### config.mk
export PLATFORM = sky130hd
export DESIGN_NAME = mem_request_queue
export DESIGN_NICKNAME = d
export VERILOG_FILES = /design/src/rtl/mem_request_queue.sv
export SDC_FILE = /design/constraint.sdc
export NUM_CORES = 1
export LEC_CHECK = 0
export CAP_MARGIN = 20
export CORE_AREA = 2 2 283 285
export DETAILED_ROUTE_END_ITERATION = 10
export DIE_AREA = 0 0 285 287
export HOLD_SLACK_MARGIN = 0.1
export PLACE_DENSITY = 0.59
export SLEW_MARGIN = 5
export SYNTH_ARGS = -nofsm -noshare
export SYNTH_HDL_FRONTEND = slang
export SYNTH_SLANG_ARGS = --single-unit
### constraint.sdc
create_clock -name clk -period 10.5 [get_ports clk]
set_clock_uncertainty 0.15 [all_clocks]
set_input_delay 1.575 -clock clk [delete_from_list [all_inputs] [get_ports clk]]
set_output_delay 1.575 -clock clk [all_outputs]
set_load 0.03 [all_outputs]
### src/rtl/mem_request_queue.sv
// mem_request_queue
//   In-order request FIFO that sits between the trace parser and the DRAM
//   command scheduler. Non-NOP requests strobed by the parser are buffered.
//   The oldest one is presented on a valid/ready handshake together with the
//   number of cycles it has been waiting. Requests that arrive while the queue
//   is full are dropped and counted.
// Ports
//   clk, rst_n                clock / async active-low reset
//   in_valid/in_op/in_addr    request from parser; in_ready = !full
//   out_valid/out_op/out_addr head entry to scheduler; out_ready pops it
//   out_age                   cycles since the head became visible
//   count/full/empty          occupancy
//   drop_cnt/overflow         saturating drop counter, sticky drop flag
//   q_state                   debug FSM state (EMPTY/ACTIVE/FULL)

package mem_req_pkg;
  typedef enum logic [1:0] {
    OP_NOP    = 2'd0,
    OP_READ   = 2'd1,
    OP_WRITE  = 2'd2,
    OP_IFETCH = 2'd3
  } parsed_op_t;
endpackage

module mem_request_queue
  import mem_req_pkg::*;
#(
  parameter int DEPTH  = 16,
  parameter int ADDR_W = 33,
  parameter int AGE_W  = 16,
  parameter int CNT_W  = 8
) (
  input  logic                     clk,
  input  logic                     rst_n,
  input  logic                     in_valid,
  input  parsed_op_t               in_op,
  input  logic [ADDR_W-1:0]        in_addr,
  output logic                     in_ready,
  output logic                     out_valid,
  output parsed_op_t               out_op,
  output logic [ADDR_W-1:0]        out_addr,
  output logic [AGE_W-1:0]         out_age,
  input  logic                     out_ready,
  output logic [$clog2(DEPTH):0]   count,
  output logic                     full,
  output logic                     empty,
  output logic [CNT_W-1:0]         drop_cnt,
  output logic                     overflow,
  output logic [1:0]               q_state
);

  localparam int PW = $clog2(DEPTH);
  localparam int CW = PW + 1;

  typedef struct packed {
    parsed_op_t        op;
    logic [ADDR_W-1:0] addr;
    logic [AGE_W-1:0]  stamp;
  } entry_t;

  typedef enum logic [1:0] {
    Q_EMPTY  = 2'd0,
    Q_ACTIVE = 2'd1,
    Q_FULL   = 2'd2
  } q_state_t;

  entry_t           mem [DEPTH];
  entry_t           head;
  logic [PW-1:0]    wr_ptr, rd_ptr;
  logic [AGE_W-1:0] stamp;
  q_state_t         state_q, state_d;
  logic             req, enq, deq, drop;

  // Handshake decode. Full/empty come from count so pointer wrap is harmless.
  assign req       = in_valid && (in_op != OP_NOP);
  assign full      = (count == CW'(DEPTH));
  assign empty     = (count == '0);
  assign in_ready  = !full;
  assign enq       = req && in_ready;
  assign drop      = req && !in_ready;
  assign out_valid = !empty;
  assign deq       = out_valid && out_ready;

  // Head presentation; forced to idle values when nothing is queued so the
  // uninitialised storage never leaks out.
  assign head     = mem[rd_ptr];
  assign out_op   = empty ? OP_NOP : head.op;
  assign out_addr = empty ? '0 : head.addr;
  assign out_age  = empty ? '0 : AGE_W'(stamp - head.stamp);
  assign q_state  = state_q;

  // Storage is deliberately not reset. The stamp written is the value the
  // counter will hold on the first cycle the entry is visible, so a freshly
  // enqueued head reports age 0.
  always_ff @(posedge clk) begin
    if (enq) mem[wr_ptr] <= '{op: in_op, addr: in_addr, stamp: stamp + AGE_W'(1)};
  end

  always_ff @(posedge clk or negedge rst_n) begin
    if (!rst_n) begin
      wr_ptr   <= '0;
      rd_ptr   <= '0;
      count    <= '0;
      stamp    <= '0;
      drop_cnt <= '0;
      overflow <= 1'b0;
      state_q  <= Q_EMPTY;
    end else begin
      stamp   <= stamp + AGE_W'(1);
      state_q <= state_d;
      count   <= count + CW'(enq) - CW'(deq);
      if (enq) wr_ptr <= wr_ptr + PW'(1);
      if (deq) rd_ptr <= rd_ptr + PW'(1);
      if (drop) begin
        overflow <= 1'b1;
        if (drop_cnt != '1) drop_cnt <= drop_cnt + CNT_W'(1);
      end
    end
  end

  // Debug FSM: tracks the occupancy class of the next count.
  always_comb begin
    state_d = state_q;
    case (state_q)
      Q_EMPTY:  if (enq) state_d = Q_ACTIVE;
      Q_ACTIVE: begin
        if (deq && !enq && count == CW'(1))             state_d = Q_EMPTY;
        else if (enq && !deq && count == CW'(DEPTH - 1)) state_d = Q_FULL;
      end
      Q_FULL:   if (deq) state_d = Q_ACTIVE;
      default:  state_d = Q_EMPTY;
    endcase
  end

endmodule

==> results of run 1 <==
-- cells by family after synthesis --
group	Yosys count	share of synthesized area
flops	856	0.758
mux	258	0.171
simple gates	152	0.0227
buf+inv	97	0.0137
compound gates	50	0.00982
xor+xnor	39	0.0102
fa+ha+maj	36	0.0138
-- path summary, 6_finish.rpt --
kind                       slack, ps     endpoint  cells after the start  startpoint
max                             2770  out_age[15]                     12   rd_ptr[0]
min                              340     overflow                      1    overflow
max reg2reg                     6690   mem[7][42]                     10    count[3]
min reg2reg                      340     overflow                      1    overflow
max in group asynchronous       8820    rd_ptr[0]                      2       rst_n
min in group asynchronous        880  drop_cnt[3]                      2       rst_n
-- metrics by stage --
step	instances	power (mW)	hold WS, ps	setup slack [ps]	util
6_report	2798	11.1	339	2770	0.499
2_1_floorplan	1488	6.79	393	4080	-
3_5_place_dp	2618	8.06	324	3350	0.460
4_1_cts	2787	11.3	341	2650	0.497
3_3_place_gp	2614	8.03	312	3410	0.459
5_1_grt	2797	11.6	368	2370	0.499
-- sequential cells by signal, summed over array words and instances (netlist names) --
name / count
mem: 816
overflow: 1
drop_cnt: 8
q_state: 2
wr_ptr: 4
rd_ptr: 4
stamp: 16
count: 5
-- routing by layer --
| layer | track usage | vias to the layer above | wire [µm] |
|---|---|---|---|
| li1 | - | 6594 | - |
| met1 | 0.257 | 8484 | 31900 |
| met2 | 0.314 | 402 | 37900 |
| met3 | 0.0297 | 115 | 3620 |
| met4 | 0.0432 | 4 | 1390 |
| met5 | 0 | - | 25 |
-- worst reg2reg max path: cells and delay by family (launching register included) --
kind,cells,cell delay (ps)
adder cells (fa/ha/maj),1,200
flip-flops,1,420
AND/OR/NAND/NOR,5,1600
buffers and inverters,4,1060
-- layout make-up --
cell class / instances / share of cell area
Antenna cell: 1 / 0.0000638
Clock buffer: 111 / 0.0602
Clock inverter: 58 / 0.0158
Inverter: 30 / 0.00287
Multi-Input combinational cell: 535 / 0.199
Sequential cell: 856 / 0.650
Tap cell: 1050 / 0.0335
Timing Repair Buffer: 157 / 0.0385
-- where the power goes --
part	switching [mW]	internal, mW	leakage (nW)
registers	0.218	4.01	8.02
clock network	1.32	1.86	1.45
logic	1.97	1.73	3.28
-- cell usage in the layout (no fill, tap or decap), drive strengths merged, types with 10 or more instances in the layout --
cell	instances
a21oi	14
dfrtp	40
xnor2	29
nor2	33
inv	34
edfxtp	816
ha	34
nand2	30
nor3	16
clkbuf	111
clkdlybuf4s50	108
and2	37
bufinv	10
mux4	254
nand3	11
buf	49
xor2	10
clkinv	40
==> results.yml, run 1 <==
worst_setup_path:
  slowest_delay_ps: 860
  crit_required_ps: 8780
  crit_arrival_ps: 6010
  path_class: "reg2out"
  timing.critical_path.fanout_max: 38
  end_kind: "output pin"
  cp_slowest_cell: "dfrtp_4"
  start_kind: "register"
  path_delay_family: "buffers and inverters"
  crit_buf_inv: 3
  cp_cell_sequence: "buf_4 -> mux4_2 -> mux4_2 -> inv_1 -> ha_1 -> nor2b_1 -> o31a_1 -> o21ai_0 -> a211oi_1 -> o21ai_0 -> nor3b_1 -> clkdlybuf4s50_1"
floorplan:
  floorplan.rows: 103
  fp.dieW_um: 285
  core_area_um2: 78600
  initial_utilization: 0.428
  count_of_pins_on_the_block_boundary: 110
  die_area_um2: 81800
  die-height_um: 287
sta:
  max_clock_freq_mhz: 129
  finalCriticalPeriod_ps: 7730
  setup_tns_final_ps: 0
  min_period_over_period: 0.736
  final-setup-viol-count: 0
  finalHoldViolCount: 0
  finalMaxSlewViolations: 0
  unrepaired_setup_endpoints_after_global_routing: "no"
  tightest_slew_ps: 1070
  timing.slew.headroom: 0.284
placed_design:
  dp.final_hpwl_mm: 39.5
  place_area_um2: 36100
  place.gp.congestion: 0.789
  numPortBuffers: 109
logic_synthesis:
  synth_enable_flop_cells: 816
  synth_top_cell_area_share: 0.729
  post_synth_num_cell_types: 39
  ys_top_cells_by_count: "edfxtp_1, mux4_2, dfrtp_1"
  top_cells_by_area_in_the_synthesized_netlist: "edfxtp_1, mux4_2, dfrtp_1"
  synthesis.nets: 1563
  synthArstFlopShare: 0.0467
  synth_seq_area_share: 0.758
  ys.flop_type: "edfxtp_1"
  syn-mean-instance-area_um2: 22.6
  synth.most_common_cell: "edfxtp_1"
  ys_seq_elements: 856
  syn_area_um2: 33600
  synth_top_area_cell: "edfxtp_1"
  syn_inst: 1488
  synthesis.yosys.warnings: 0
clock_network:
  cts-buffers-inserted: 90
  path_clk_slew_ps: 60
  maximum_clock_path_buffer_count: 3
  clock_sink_count: 856
  clk_latency_ps: 640
  ctsResizeCount: 0
  cts_setup_buffers: 0
  tritoncts: "yes"
  cts-hold-fix-buffers: 0
  clock_tree.htree_level_count: 3
  cts.root.buffer_cell: "clkbuf_16"
route:
  routed-via-count: 15599
  final_antenna_net_count: 0
  detail_route.wirelength_mm: 74.9
  post_drt_wl_per_cell_um: 26.8
  detail_route.iter0.violations: 1500
  drt_pass_1_iters: 5
  vias_per_cell: 5.58
  route.detailed.drc: 0
pwr:
  vdd_ir_drop_max_uv: 206
  cell_area_power_density_nw_per_um2: 283
  p_leak_nw: 12.8
finish:
  final-seq-area_um2: 25500
  layout-drive-gt1-share: 0.263
  areaGrowthSynthToFinish_pct: 16.7
  fill_cells: 6295
  area_taken_by_multi_input_logic_gates_um2: 7790
  final_instance_area_um2: 39200
  final_net_count: 1745
grt:
  gr-usage-all-layers: 0.186
  grt_start_max_net_pins: 105
  first_global_vias: 16528
  initial_antenna_violation_count: 2
  grt_pass1_wl_mm: 111
  overflow: 0
min_path:
  path_class_of_the_lowest_slack_min_delay_path: "reg2reg"
flow_run:
  maxCapViolations: 0
outcome:
  outcome: "completed"
(Power assumes the default switching activity.)
==> run 2: changes to the inputs <==
Clock period 10.5 ns to 7.75 ns, I/O delays scaled along.
==> run 2 against run 1 <==
- die area did not move
- critical path depth shrank 2
- power increased by 33%
==> results.yml, run 2 (synthesis gave the netlist of run 1 again) <==
finish:
  layout-drive-gt1-share: 0.257
  fill_cells: 6306
  antenna_cells: 0
  areaGrowthSynthToFinish_pct: 16.0
  reg.largest.list: "mem (816), stamp (16), drop_cnt (8)"
  largest_reg_flops: 816
  final_net_count: 1752
  mostFrequentLayoutCells: "edfxtp_1, mux4_2, clkdlybuf4s50_1"
  top_register: "mem"
  final-seq-area_um2: 25500
  final_instance_area_um2: 39000
  area_taken_by_multi_input_logic_gates_um2: 7780
  layout.cells.most_common: "edfxtp_1"
placed_design:
  numPortBuffers: 109
  dp.final_hpwl_mm: 39.1
  place.gp.congestion: 0.749
  place_area_um2: 36200
min_path:
  worst_hold_path.num_cells: 1
  hold_path.startpoint: "drop_cnt[7]"
  path_class_of_the_lowest_slack_min_delay_path: "reg2reg"
clock_network:
  path_clk_slew_ps: 60
  cts-hold-fix-buffers: 0
  cts_setup_buffers: 0
  clock_sink_count: 856
  clock_tree.htree_level_count: 3
  cts-buffers-inserted: 88
  cts.root.buffer_cell: "clkbuf_16"
  maximum_clock_path_buffer_count: 3
  clk_latency_ps: 620
  tritoncts: "yes"
  ctsResizeCount: 0
worst_setup_path:
  crit_required_ps: 6440
  start_kind: "register"
  ff2ff_path_depth: 9
  path_class: "reg2out"
  crit-reg2reg-launch: "count[2]"
  end_kind: "output pin"
  crit_arrival_ps: 5310
  timing.critical_path.fanout_max: 42
  crit_start: "rd_ptr[0]"
route:
  drt_pass_1_iters: 7
  route.detailed.drc: 0
  routed-via-count: 15575
  detail_route.wirelength_mm: 73.9
  detail_route.iter0.violations: 1433
  vias_per_cell: 5.57
  final_antenna_net_count: 0
  post_drt_wl_per_cell_um: 26.4
sta:
  finalHoldViolCount: 0
  min_period_over_period: 0.854
  worst_hold_slack_ps: 350
  tightest_slew_ps: 1050
  finalMaxSlewViolations: 0
  finalCriticalPeriod_ps: 6620
  unrepaired_setup_endpoints_after_global_routing: "no"
  final-setup-viol-count: 0
  max_clock_freq_mhz: 151
  setup_tns_final_ps: 0
  timing.slew.headroom: 0.296
grt:
  first_global_vias: 16473
  initial_antenna_violation_count: 4
  gr-usage-all-layers: 0.183
  grt_pass1_wl_mm: 110
  grt_start_max_net_pins: 113
  overflow: 0
pwr:
  p_leak_nw: 12.7
  sequential_fraction_of_design_power: 0.391
  internal-power_mw: 10.1
  share_clk_of_total_power: 0.271
  switchingPower_mw: 4.62
  power.switching_fraction: 0.314
  vdd_ir_drop_max_uv: 273
  cell_area_power_density_nw_per_um2: 377
  power_frac_comb: 0.339
flow_run:
  maxCapViolations: 0
floorplan:
  fp.dieW_um: 285
  floorplan.rows: 103
  die-height_um: 287
  die_area_um2: 81800
  count_of_pins_on_the_block_boundary: 110
  initial_utilization: 0.428
  core_area_um2: 78600
outcome:
  outcome: "completed"
[run 2: cell types whose count changed in the layout (fill, tap and decap cells not counted), sizes merged]
cell      change
clkinv        -4
clkinvlp      -4
buf           +9
inv           -3
bufinv        -5
diode         -1
clkbuf        +4
[run 2: worst paths after layout]
path / endpoint / slack, ps
max reg2reg: mem[11][23] / 3520
min: drop_cnt[7] / 350
min in group asynchronous: drop_cnt[5] / 500
max: out_age[14] / 1130
min reg2reg: drop_cnt[7] / 350
max in group asynchronous: rd_ptr[0] / 6490
[run 2: layer usage]
metal / global-route usage / wire length, µm
met5: 0 / 42
met4: 0.0419 / 1090
met3: 0.0319 / 3770
met2: 0.305 / 36800
met1: 0.256 / 32200
[run 2: power groups by stage]
stage / sequential (mW) / combinational [mW] / clock (mW)
5_1_grt: 5.80 / 5.32 / 4.24
2_1_floorplan: 5.66 / 3.55 / 0
4_1_cts: 5.83 / 5.02 / 4.07
6_report: 5.75 / 4.98 / 3.98
3_3_place_gp: 5.90 / 4.98 / 0
3_5_place_dp: 5.92 / 4.99 / 0
[run 2: layout make-up]
class,instances,share of cell area
Clock buffer,115,0.0604
Clock inverter,42,0.00872
Inverter,30,0.00289
Multi-Input combinational cell,535,0.199
Sequential cell,856,0.654
Tap cell,1050,0.0337
Timing Repair Buffer,166,0.0409
[run 2: worst max-delay path, cell delays in order, from the launching register on]
cell and delay (ps):
dfrtp_4 990, buf_4 600, mux4_2 560, mux4_2 480, inv_1 120, ha_1 260
a21oi_1 320, a21boi_0 220, o31a_1 280, nor3_1 140, clkdlybuf4s50_1 700
[run 2: through the flow]
step	instances	power, mW	util	setup slack [ps]
finish	2794	14.7	0.496	1130
global route	2794	15.4	0.496	724
CTS	2784	14.9	0.495	982
detailed placement	2627	10.9	0.461	1670
global placement	2625	10.9	0.461	1730
floorplan	1488	9.21	-	1440
